File: src/rtl/round_pack_pkg.sv
// Shared encodings and constants for the round/pack stage of the FP datapath.
package round_pack_pkg;

    typedef enum logic [1:0] {
        SPC_NORM = 2'b00,
        SPC_ZERO = 2'b01,
        SPC_INF  = 2'b10,
        SPC_NAN  = 2'b11
    } special_t;

    localparam logic [31:0] QNAN    = 32'h7FC0_0000;
    localparam logic [7:0]  EXP_MAX = 8'hFF;

endpackage

File: src/rtl/round_pack_rne.sv
// Round-to-nearest-even on a (mantissa, guard, sticky) triple; purely combinational.
module round_nearest_even #(
    parameter int SIZE_M = 24
) (
    input  logic [SIZE_M-1:0] m,
    input  logic              g,
    input  logic              s,
    output logic [SIZE_M:0]   sum,
    output logic              inexact
);

    logic inc_s;

    // Round up above the halfway point, or exactly at it when M is odd.
    assign inc_s   = g & (s | m[0]);
    assign sum     = {1'b0, m} + {{SIZE_M{1'b0}}, inc_s};
    assign inexact = g | s;

endmodule

File: src/rtl/round_pack.sv
// Two-stage valid/ready pipeline: round to nearest-even, renormalize, saturate and pack.
module round_pack
    import round_pack_pkg::*;
#(
    parameter  int SIZE_MANTIS = 26,
    parameter  int SIZE_EXP    = 8,
    localparam int SIZE_FRAC   = SIZE_MANTIS - 3,
    localparam int W           = 1 + SIZE_EXP + SIZE_FRAC
) (
    input  logic                   clk,
    input  logic                   rst,
    input  logic                   in_valid,
    output logic                   in_ready,
    input  logic                   sign_in,
    input  logic [SIZE_EXP-1:0]    exp_in,
    input  logic [SIZE_MANTIS-1:0] mantis_in,
    input  logic [1:0]             special_in,
    output logic                   out_valid,
    input  logic                   out_ready,
    output logic [W-1:0]           result,
    output logic [2:0]             flags
);

    localparam int                SIZE_M  = SIZE_MANTIS - 2;
    localparam logic [SIZE_EXP:0] EXP_SAT = (SIZE_EXP + 1)'(EXP_MAX);
    localparam logic [W-1:0]      QNAN_W  = W'(QNAN);

    logic                 s1_adv_s;
    logic                 in_ready_s;
    logic [SIZE_M:0]      rne_sum_s;
    logic                 rne_inexact_s;

    logic                 s1_valid_r;
    logic                 s1_sign_r;
    logic [SIZE_EXP-1:0]  s1_exp_r;
    special_t             s1_special_r;
    logic [SIZE_M:0]      s1_sum_r;
    logic                 s1_inexact_r;
    logic                 s1_mzero_r;

    logic [SIZE_EXP:0]    exp_wide_s;
    logic [SIZE_FRAC-1:0] frac_s;
    logic [W-1:0]         pack_result_s;
    logic [2:0]           pack_flags_s;

    logic                 s2_valid_r;
    logic [W-1:0]         result_r;
    logic [2:0]           flags_r;

    assign s1_adv_s   = !s2_valid_r || out_ready;
    assign in_ready_s = !s1_valid_r || s1_adv_s;

    round_nearest_even #(
        .SIZE_M (SIZE_M)
    ) u_rne (
        .m       (mantis_in[SIZE_MANTIS-1:2]),
        .g       (mantis_in[1]),
        .s       (mantis_in[0]),
        .sum     (rne_sum_s),
        .inexact (rne_inexact_s)
    );

    // Stage 1: capture the rounded sum and the fields needed for packing.
    always_ff @(posedge clk or posedge rst) begin
        if (rst) begin
            s1_valid_r   <= 1'b0;
            s1_sign_r    <= 1'b0;
            s1_exp_r     <= {SIZE_EXP{1'b0}};
            s1_special_r <= SPC_NORM;
            s1_sum_r     <= {(SIZE_M + 1){1'b0}};
            s1_inexact_r <= 1'b0;
            s1_mzero_r   <= 1'b0;
        end else begin
            if (in_ready_s) begin
                s1_valid_r <= in_valid;
            end
            if (in_valid && in_ready_s) begin
                s1_sign_r    <= sign_in;
                s1_exp_r     <= exp_in;
                s1_special_r <= special_t'(special_in);
                s1_sum_r     <= rne_sum_s;
                s1_inexact_r <= rne_inexact_s;
                s1_mzero_r   <= (mantis_in == {SIZE_MANTIS{1'b0}});
            end
        end
    end

    // Exponent adjust and packing; carry-out takes priority over the subnormal promotion rule.
    always_comb begin
        exp_wide_s    = {1'b0, s1_exp_r};
        frac_s        = {SIZE_FRAC{1'b0}};
        pack_result_s = {W{1'b0}};
        pack_flags_s  = 3'b000;

        if (s1_sum_r[SIZE_M]) begin
            exp_wide_s = {1'b0, s1_exp_r} + (SIZE_EXP + 1)'(1);
            frac_s     = {SIZE_FRAC{1'b0}};
        end else if (s1_exp_r == {SIZE_EXP{1'b0}}) begin
            exp_wide_s = {{SIZE_EXP{1'b0}}, s1_sum_r[SIZE_M-1]};
            frac_s     = s1_sum_r[SIZE_FRAC-1:0];
        end else begin
            exp_wide_s = {1'b0, s1_exp_r};
            frac_s     = s1_sum_r[SIZE_FRAC-1:0];
        end

        case (s1_special_r)
            SPC_ZERO: pack_result_s = {s1_sign_r, {(W - 1){1'b0}}};
            SPC_INF:  pack_result_s = {s1_sign_r, {SIZE_EXP{1'b1}}, {SIZE_FRAC{1'b0}}};
            SPC_NAN:  pack_result_s = QNAN_W;
            SPC_NORM: begin
                if (s1_mzero_r) begin
                    pack_result_s = {s1_sign_r, {(W - 1){1'b0}}};
                end else if (exp_wide_s >= EXP_SAT) begin
                    pack_result_s = {s1_sign_r, {SIZE_EXP{1'b1}}, {SIZE_FRAC{1'b0}}};
                    pack_flags_s  = 3'b101;
                end else begin
                    pack_result_s = {s1_sign_r, exp_wide_s[SIZE_EXP-1:0], frac_s};
                    pack_flags_s  = {1'b0,
                                     (exp_wide_s[SIZE_EXP-1:0] == {SIZE_EXP{1'b0}}) && s1_inexact_r,
                                     s1_inexact_r};
                end
            end
            default: begin
                pack_result_s = QNAN_W;
                pack_flags_s  = 3'b000;
            end
        endcase
    end

    // Stage 2: output register, frozen while the sink stalls.
    always_ff @(posedge clk or posedge rst) begin
        if (rst) begin
            s2_valid_r <= 1'b0;
            result_r   <= {W{1'b0}};
            flags_r    <= 3'b000;
        end else if (s1_adv_s) begin
            s2_valid_r <= s1_valid_r;
            if (s1_valid_r) begin
                result_r <= pack_result_s;
                flags_r  <= pack_flags_s;
            end
        end
    end

    assign in_ready  = in_ready_s;
    assign out_valid = s2_valid_r;
    assign result    = result_r;
    assign flags     = flags_r;

endmodule

File: config.mk
export PLATFORM = sky130hd
export DESIGN_NAME = round_pack
export DESIGN_NICKNAME = d
export VERILOG_FILES = /design/src/rtl/round_pack_pkg.sv /design/src/rtl/round_pack_rne.sv /design/src/rtl/round_pack.sv
export SDC_FILE = /design/constraint.sdc
export NUM_CORES = 1
export LEC_CHECK = 0
export ABC_AREA = 1
export CORE_ASPECT_RATIO = 2
export CORE_MARGIN = 2
export CORE_UTILIZATION = 49
export DETAILED_ROUTE_END_ITERATION = 8
export GPL_TIMING_DRIVEN = 0
export PLACE_DENSITY = 0.77
export SYNTH_ARGS = -nofsm -noshare
export SYNTH_HDL_FRONTEND = slang
export SYNTH_SLANG_ARGS = --single-unit
File: constraint.sdc
create_clock -name clk -period 3.25 [get_ports clk]
set_clock_uncertainty 0.05 [all_clocks]
set_input_delay 0.8125 -clock clk [delete_from_list [all_inputs] [get_ports clk]]
set_output_delay 0.8125 -clock clk [all_outputs]
set_load 0.01 [all_outputs]
==> impl_metrics.json, run 1 <==
{
  "grt_setup_unrepaired": "false",
  "yosysTopAreaCell": "dfrtp_1",
  "maxSlewViolCount": 0,
  "drt_iter0_drc": 207,
  "holdBufCountCts": 0,
  "clk_pin_slew_ps": 50,
  "worst_pin_slew_ps": 500,
  "grt_pass1_vias": 3394,
  "overflow": 0,
  "syn_to_final_growth_pct": 30.8,
  "syn_area_mm2": 0.00393,
  "synth_nets": 546,
  "cp_max_fo": 3,
  "p_leak_nw": 2.46,
  "track_usage": 0.236,
  "status": "finished clean",
  "fill_cells": 716,
  "finalCriticalPeriod_ps": 2960,
  "avgSynthCellArea_um2": 7.84,
  "worst_ep_required_time_ps": 3430,
  "layout_setup_ws_ps": 286,
  "synth_top_cells_by_area": "dfrtp_1 48%, nand2_1 18%, o21ai_0 4.3%, inv_1 3.8%, nor2_1 2.8%",
  "worstSetupEndpointType": "flop",
  "root_buffer": "clkbuf_16",
  "clock_latency_ps": 340,
  "firstDrtPassIters": 4,
  "criticalPathCategory": "primary input to flop",
  "post_cts_resized": 0,
  "dp_hpwl_mm": 7.15,
  "cts_setup_buffers": 0,
  "ys_types": 37,
  "die_w_um": 67.3,
  "synth.most_common_cell": "nand2_1",
  "die_height_um": 131,
  "io_pins": 78,
  "routed_wirelength_mm": 9.40,
  "rows": 46,
  "clockBufferDepth": 2,
  "r2r_slack_ps": 1090,
  "wl_per_cell_um": 13.6,
  "drive_gt1_frac": 0.0857,
  "synth_edf_count": 0,
  "numClockSinks": 75,
  "seq_area_frac_synth": 0.478,
  "async_flop_share": 1.00,
  "power_density_mw_per_mm2": 565,
  "vias": 3551,
  "hp-class": "flop to flop",
  "nets": 635,
  "gp_congestion": 0.873,
  "crit_arrival_ps": 3140,
  "dieArea_mm2": 0.00879,
  "syn_inst": 501,
  "drv_cap": 0,
  "whs_ps": 426,
  "n_antenna_cell": 0,
  "numCtsBuffers": 9,
  "drc": 0,
  "coreArea_mm2": 0.00783,
  "viasPerCell": 5.14,
  "synth_seq_cells": 75,
  "grt_max_degree": 75,
  "layout_worst_path_cycle_share": 0.912,
  "start_util": 0.502,
  "numPortBuffers": 77,
  "critPathLaunchType": "primary input",
  "ir_worst_vdd_v": 0.000336,
  "synth_flop_cell": "dfrtp_1",
  "grt_pass1_wl_mm": 15.7,
  "htreeDepth": 3,
  "synth_warnings": 0,
  "finalSetupViolCount": 0,
  "synth_top_area_share": 0.478,
  "synthTopCellsByCount": "188 x nand2_1, 75 x dfrtp_1, 40 x inv_1",
  "cts_tree": "built",
  "hold_viol_final": 0,
  "antenna_found_initial": 0,
  "preCtsSetupSlack_ps": -110,
  "ant_nets": 0,
  "max-slew-margin-rel": 0.667,
  "max_freq_mhz": 337
}
-- stage by stage --
step | util | total power [mW] | cells | setup TNS [ps] | cell area [µm²]
final | 0.656 | 2.90 | 691 | 0 | 5140
after global routing | 0.656 | 3.07 | 691 | 0 | 5140
after CTS | 0.656 | 2.93 | 691 | 0 | 5140
after detailed placement | 0.619 | 1.95 | 675 | -110 | 4850
after global placement | 0.616 | 1.92 | 674 | -50690 | 4820
after floorplan | - | 1.57 | 501 | 0 | 3930
-- logic make-up (layout without fill, tap and decap cells) --
| family | after synthesis | in the layout | synth area share |
|---|---|---|---|
| fa+ha+maj | 4 | 4 | 0.0127 |
| flops | 75 | 75 | 0.478 |
| xor+xnor | 12 | 12 | 0.0268 |
| compound gates | 54 | 54 | 0.0761 |
| buf+inv | 60 | 154 | 0.0631 |
| simple gates | 296 | 296 | 0.343 |
-- path summary, 6_finish.rpt --
check | startpoint | endpoint | depth (start not counted)
setup / recovery | mantis_in[0] | s1_sum_r[22]$_DFFE_PP0P_ | 14
hold / removal | s1_sum_r[13]$_DFFE_PP0P_ | result[13]$_DFFE_PP0P_ | 2
setup reg to reg | s1_exp_r[0]$_DFFE_PP0P_ | result[19]$_DFFE_PP0P_ | 13
hold reg to reg | s1_sum_r[13]$_DFFE_PP0P_ | result[13]$_DFFE_PP0P_ | 2
max in group asynchronous | rst | result[15]$_DFFE_PP0P_ | 3
min in group asynchronous | rst | result[23]$_DFFE_PP0P_ | 2
-- flip-flops by register name, indices dropped and copies added, names as in the netlist --
| name | count |
|---|---|
| flags | 3 |
| out_valid | 1 |
| result | 32 |
| s1_exp_r | 8 |
| s1_inexact_r | 1 |
| s1_mzero_r | 1 |
| s1_sign_r | 1 |
| s1_special_r | 2 |
| s1_sum_r | 25 |
| s1_valid_r | 1 |
-- worst max-delay path, stage by stage --
cell and delay, ps:
clkdlybuf4s50_1 500, o21a_1 140, ha_1 190, ha_1 190, nand2_1 80, nor2_1 130
nand2_1 110, nor2_1 180, nand3_1 180, nor3_2 250, nand3b_1 130, xor2_1 150
nand2_1 60, nand2_1 50
-- per-layer routing --
metal	vias up	GRT usage	wire length (µm)
met5	-	0	0
met4	0	0.102	237
met1	1640	0.310	4120
met2	103	0.370	4560
met3	17	0.0548	483
li1	1791	-	-
-- power by group --
part,internal (mW),switching [mW]
clock,0.615,0.355
sequential,1.10,0.104
combinational,0.349,0.377
total,2.07,0.836
-- layout make-up --
type,count,area (µm²),share of cell area
clock inverters,2,35.0,0.00682
multi-input cells,366,1800,0.351
repair buffers,78,798,0.155
flip-flops and latches,75,1880,0.365
clock buffers,14,254,0.0494
plain buffers,14,75.1,0.0146
inverters,46,175,0.0341
well taps,96,120,0.0234
-- cells in the final DEF, fill, tap and decap left out, types with 2 or more instances in the layout --
cell type	instances
nor2_4	2
a21oi_1	7
nand2_4	2
inv_1	39
nor2_2	4
buf_6	3
clkdlybuf4s50_1	77
nand4_1	10
o21ai_0	34
inv_2	5
o31ai_1	2
nor2_1	29
nand3_1	19
nand2_2	11
nand3_2	3
nand2_1	188
a31oi_1	6
xnor2_1	7
clkbuf_16	9
dfrtp_1	75
ha_1	4
nor3_1	8
xor2_1	5
nand3b_1	3
nor4_1	10
clkbuf_1	15
Power figures use the tool's default switching activity.
==> run 2: changes to the inputs <==
--- a/config.mk
+++ b/config.mk
@@ -6,12 +6,13 @@
 export NUM_CORES = 1
 export LEC_CHECK = 0
 export ABC_AREA = 1
+export ABC_CLOCK_PERIOD_IN_PS = 3250
 export CORE_ASPECT_RATIO = 2
 export CORE_MARGIN = 2
-export CORE_UTILIZATION = 49
+export CORE_UTILIZATION = 40
 export DETAILED_ROUTE_END_ITERATION = 8
 export GPL_TIMING_DRIVEN = 0
-export PLACE_DENSITY = 0.77
+export PLACE_DENSITY = 0.66
 export SYNTH_ARGS = -nofsm -noshare
 export SYNTH_HDL_FRONTEND = slang
 export SYNTH_SLANG_ARGS = --single-unit
==> impl_metrics.json, run 2 (synthesis gave the netlist of run 1 again) <==
{
  "power_density_mw_per_mm2": 565,
  "p_sw_mw": 0.889,
  "whs_ps": 424,
  "ant_nets": 0,
  "cts_tree": "built",
  "largest_reg_flops": 32,
  "viasPerCell": 4.90,
  "clk_pin_slew_ps": 60,
  "multiInputGateArea_mm2": 0.00180,
  "numPortBuffers": 77,
  "finalCriticalPeriod_ps": 2930,
  "final_cell_mix": "188 x nand2_1, 77 x clkdlybuf4s50_1, 75 x dfrtp_1",
  "finalSetupViolCount": 0,
  "nets": 635,
  "die_w_um": 74.1,
  "criticalPathCategory": "primary input to flop",
  "crit_arrival_ps": 3110,
  "reg2regPathDepth": 14,
  "seqPwrFrac": 0.412,
  "syn_to_final_growth_pct": 32.1,
  "layout_commonest_cell": "nand2_1",
  "die_height_um": 144,
  "wl_per_cell_um": 14.9,
  "gp_congestion": 0.909,
  "ir_worst_vdd_v": 0.000249,
  "worstPathCellList": "clkdlybuf4s50_1, o21a_1, ha_1, ha_1, nand2_1, nor2_1, nand2_1, nor2_1, nand3_1, nor3_2, nand3b_1, xor2_1, nand2_1, nand2_1",
  "vias": 3562,
  "drv_cap": 0,
  "hold_depth": 2,
  "max_freq_mhz": 341,
  "fill_cells": 931,
  "post_cts_resized": 0,
  "worst_pin_slew_ps": 625,
  "numClockSinks": 75,
  "clockPowerShare": 0.338,
  "hp-class": "flop to flop",
  "grt_setup_unrepaired": "false",
  "crit_family": "simple AND/OR/NAND/NOR gates",
  "dieArea_mm2": 0.0107,
  "crit_top_cell": "nand2_1",
  "overflow": 0,
  "critPathLaunchType": "primary input",
  "max-slew-margin-rel": 0.579,
  "p_comb_frac": 0.250,
  "maxSlewViolCount": 0,
  "dp_hpwl_mm": 8.47,
  "hold_viol_final": 0,
  "clockBufferDepth": 2,
  "firstDrtPassIters": 5,
  "coreArea_mm2": 0.00964,
  "dp_cells": 711,
  "status": "finished clean",
  "clock_latency_ps": 340,
  "grt_pass1_wl_mm": 17.8,
  "power_mw": 2.93,
  "holdBufCountCts": 0,
  "layout_worst_path_cycle_share": 0.902,
  "grt_max_degree": 54,
  "rows": 51,
  "p_sw_frac": 0.303,
  "root_buffer": "clkbuf_16",
  "io_pins": 78,
  "slowest_delay_ps": 490,
  "grt_pass1_vias": 3726,
  "critPathSlowestCell": "clkdlybuf4s50_1",
  "regArea_mm2": 0.00188,
  "internal_power_mw": 2.04,
  "p_leak_nw": 2.46,
  "numCtsBuffers": 9,
  "cts_setup_buffers": 0,
  "cp.depth": 14,
  "antenna_found_initial": 0,
  "drt_iter0_drc": 179,
  "worst_ep_required_time_ps": 3430,
  "worstSetupEndpointType": "flop",
  "htreeDepth": 3,
  "finalNonFillerCells": 727,
  "start_util": 0.408,
  "crit_buf_inv": 1,
  "track_usage": 0.223,
  "drc": 0,
  "cp_max_fo": 3,
  "drive_gt1_frac": 0.0924,
  "n_antenna_cell": 0,
  "routed_wirelength_mm": 10.8
}
[run 2: final timing paths]
check	from	to	slack, ps
max in group asynchronous	rst	s1_sum_r[7]$_DFFE_PP0P_	1840
min	s1_sum_r[5]$_DFFE_PP0P_	result[5]$_DFFE_PP0P_	420
min in group asynchronous	rst	out_valid$_DFFE_PP0P_	740
min reg2reg	s1_sum_r[5]$_DFFE_PP0P_	result[5]$_DFFE_PP0P_	420
max	mantis_in[0]	s1_sum_r[22]$_DFFE_PP0P_	320
max reg2reg	s1_exp_r[0]$_DFFE_PP0P_	result[12]$_DFFE_PP0P_	1100
[run 2: final cells by class]
cell class | count | area share
clock inverters | 7 | 0.0133
repair buffers | 78 | 0.154
inverters | 46 | 0.0338
flip-flops and latches | 75 | 0.362
clock buffers | 9 | 0.0434
multi-input cells | 366 | 0.348
well taps | 132 | 0.0318
plain buffers | 14 | 0.0145
[run 2: per-layer routing]
metal	up-vias	global-route usage	part of all wire
met4	0	0.105	0.031
met2	88	0.414	0.56
met3	22	0.0286	0.030
li1	1791	-	-
met1	1661	0.238	0.38
met5	-	0	0
[run 2: tightest hold or removal path: stages, from the launching register on]
cell and delay (ps):
dfrtp_1 340, nand2_1 60, nand2_1 50
[run 2: power groups by stage]
stage / combinational [mW] / sequential, mW / clock (mW)
after floorplan: 0.321 / 1.25 / 0
after global placement: 0.725 / 1.22 / 0
after detailed placement: 0.739 / 1.23 / 0
after CTS: 0.744 / 1.21 / 1.01
after global routing: 0.822 / 1.23 / 1.05
final: 0.733 / 1.21 / 0.990
[run 2: metrics by stage]
stage               worst slack [ps]   util  area, µm²  setup TNS (ps)
floorplan                        478      -       3930               0
detailed placement             -55.6  0.508       4890           -69.4
CTS                              303  0.538       5190               0
global placement                -721  0.505       4860          -53450
finish                           318  0.538       5190               0
global route                    99.2  0.538       5190               0
==> run 3: changes to the inputs <==
--- a/config.mk
+++ b/config.mk
@@ -7,7 +7,7 @@
 export LEC_CHECK = 0
 export ABC_AREA = 1
 export ABC_CLOCK_PERIOD_IN_PS = 3250
-export CORE_ASPECT_RATIO = 2
+export CORE_ASPECT_RATIO = 0.7
 export CORE_MARGIN = 2
 export CORE_UTILIZATION = 40
 export DETAILED_ROUTE_END_ITERATION = 8
==> impl_metrics.json, run 3 (synthesis gave the netlist of run 1 again) <==
{
  "status": "finished clean",
  "final_cell_mix": "188 x nand2_1, 77 x clkdlybuf4s50_1, 75 x dfrtp_1",
  "grt_pass1_vias": 3358,
  "io_pins": 78,
  "hp-class": "flop to flop",
  "clockPowerShare": 0.337,
  "die_height_um": 86.9,
  "layout_setup_ws_ps": 254,
  "syn_to_final_growth_pct": 32.1,
  "critPathLaunchType": "primary input",
  "cp_max_fo": 3,
  "drv_cap": 0,
  "drive_gt1_frac": 0.0891,
  "numClockSinks": 75,
  "criticalPathCategory": "primary input to flop",
  "crit_top_cell": "nand2_1",
  "worstSetupEndpointType": "flop",
  "numPortBuffers": 77,
  "dp_hpwl_mm": 7.86,
  "hold_viol_final": 0,
  "htreeDepth": 3,
  "preCtsSetupSlack_ps": -101,
  "track_usage": 0.207,
  "p_sw_mw": 0.883,
  "rows": 30,
  "drt_iter0_drc": 208,
  "worst_pin_slew_ps": 583,
  "worstPathCellList": "clkdlybuf4s50_1, o21a_1, ha_1, ha_1, nand2_1, nor2_1, nand2_1, nor2_1, nand3_1, nor3_4, nand3b_1, xor2_1, nand2_1, nand2_1",
  "slowest_delay_ps": 500,
  "antenna_found_initial": 0,
  "maxSlewViolCount": 0,
  "coreArea_mm2": 0.00961,
  "dieArea_mm2": 0.0106,
  "power_density_mw_per_mm2": 565,
  "holdBufCountCts": 0,
  "finalSetupViolCount": 0,
  "crit_arrival_ps": 3170,
  "max_freq_mhz": 334,
  "clockBufferDepth": 2,
  "cts_tree": "built",
  "fin_setup_tns_ps": 0,
  "nets": 635,
  "routed_wirelength_mm": 10.2,
  "layout_worst_path_cycle_share": 0.922,
  "clock_latency_ps": 330,
  "largest_reg_flops": 32,
  "post_cts_resized": 0,
  "final_core_util": 0.540,
  "start_util": 0.409,
  "max-slew-margin-rel": 0.611,
  "crit_family": "simple AND/OR/NAND/NOR gates",
  "layout_commonest_cell": "nand2_1",
  "die_w_um": 122,
  "internal_power_mw": 2.05,
  "ant_nets": 0,
  "grt_pass1_wl_mm": 17.0,
  "clk_pin_slew_ps": 60,
  "viasPerCell": 4.89,
  "cts_setup_buffers": 0,
  "overflow": 0,
  "gp_congestion": 0.908,
  "crit_buf_inv": 1,
  "grt_max_degree": 56,
  "grt_setup_unrepaired": "false",
  "finalCriticalPeriod_ps": 3000,
  "root_buffer": "clkbuf_16",
  "seqPwrFrac": 0.412,
  "p_leak_nw": 2.46,
  "ir_worst_vdd_v": 0.000271,
  "critPathSlowestCell": "clkdlybuf4s50_1",
  "wl_per_cell_um": 14.1,
  "worst_ep_required_time_ps": 3420,
  "drc": 0,
  "numCtsBuffers": 9,
  "vias": 3533,
  "p_sw_frac": 0.301,
  "firstDrtPassIters": 4,
  "n_antenna_cell": 0,
  "p_comb_frac": 0.251
}
-- run 3: changes by cell type in the layout (fill, tap and decap cells not counted) --
cell      change
nor3_2        -1
inv_6         +1
clkinv_2      -3
nor3_4        +1
clkbuf_1      +2
-- run 3: worst paths after layout --
| path | cells past startpoint | start | end | slack, ps |
|---|---|---|---|---|
| max in group asynchronous | 3 | rst | s1_sum_r[7]$_DFFE_PP0P_ | 1830 |
| worst min register to register | 2 | s1_sum_r[1]$_DFFE_PP0P_ | result[1]$_DFFE_PP0P_ | 420 |
| worst min-delay path | 2 | s1_sum_r[1]$_DFFE_PP0P_ | result[1]$_DFFE_PP0P_ | 420 |
| min in group asynchronous | 2 | rst | result[19]$_DFFE_PP0P_ | 740 |
| worst max-delay path | 14 | mantis_in[0] | s1_sum_r[22]$_DFFE_PP0P_ | 250 |
| worst max register to register | 13 | s1_exp_r[0]$_DFFE_PP0P_ | result[11]$_DFFE_PP0P_ | 1090 |
-- run 3: power groups by stage --
stage	registers (mW)	logic, mW	clock network [mW]
after CTS	1.21	0.743	1.01
final	1.21	0.736	0.989
after detailed placement	1.22	0.738	0
after global placement	1.22	0.722	0
after global routing	1.23	0.823	1.04
after floorplan	1.25	0.321	0
-- run 3: area by class of cell --
type	count	area (µm²)
tap	128	160
multi-input combinational	366	1810
clock inverter	5	62.6
clock buffer	11	233
fill	963	4420
timing repair buffer	78	798
buffer	14	75.1
sequential	75	1880
inverter	46	175
-- run 3: tightest hold or removal path, cell delays in order (launching register included) --
cell	delay (ps)
dfrtp_1	340
nand2_1	50
nand2_1	50
-- run 3: routing by layer --
layer  part of all wire  global-route usage  vias up
met2               0.42               0.293       95
met5                  0                   0        -
li1                   -                   -     1792
met4             0.0075              0.0376        0
met3              0.063              0.0497        9
met1               0.51               0.321     1637
-- run 3: metrics by stage --
| step | hold slack, ps | instance area, µm² | std cells | total power [mW] |
|---|---|---|---|---|
| after global routing | 444 | 5190 | 723 | 3.10 |
| final | 418 | 5190 | 723 | 2.93 |
| after floorplan | 391 | 3930 | 501 | 1.57 |
| after global placement | 401 | 4860 | 706 | 1.94 |
| after detailed placement | 409 | 4890 | 707 | 1.96 |
| after CTS | 420 | 5180 | 723 | 2.96 |
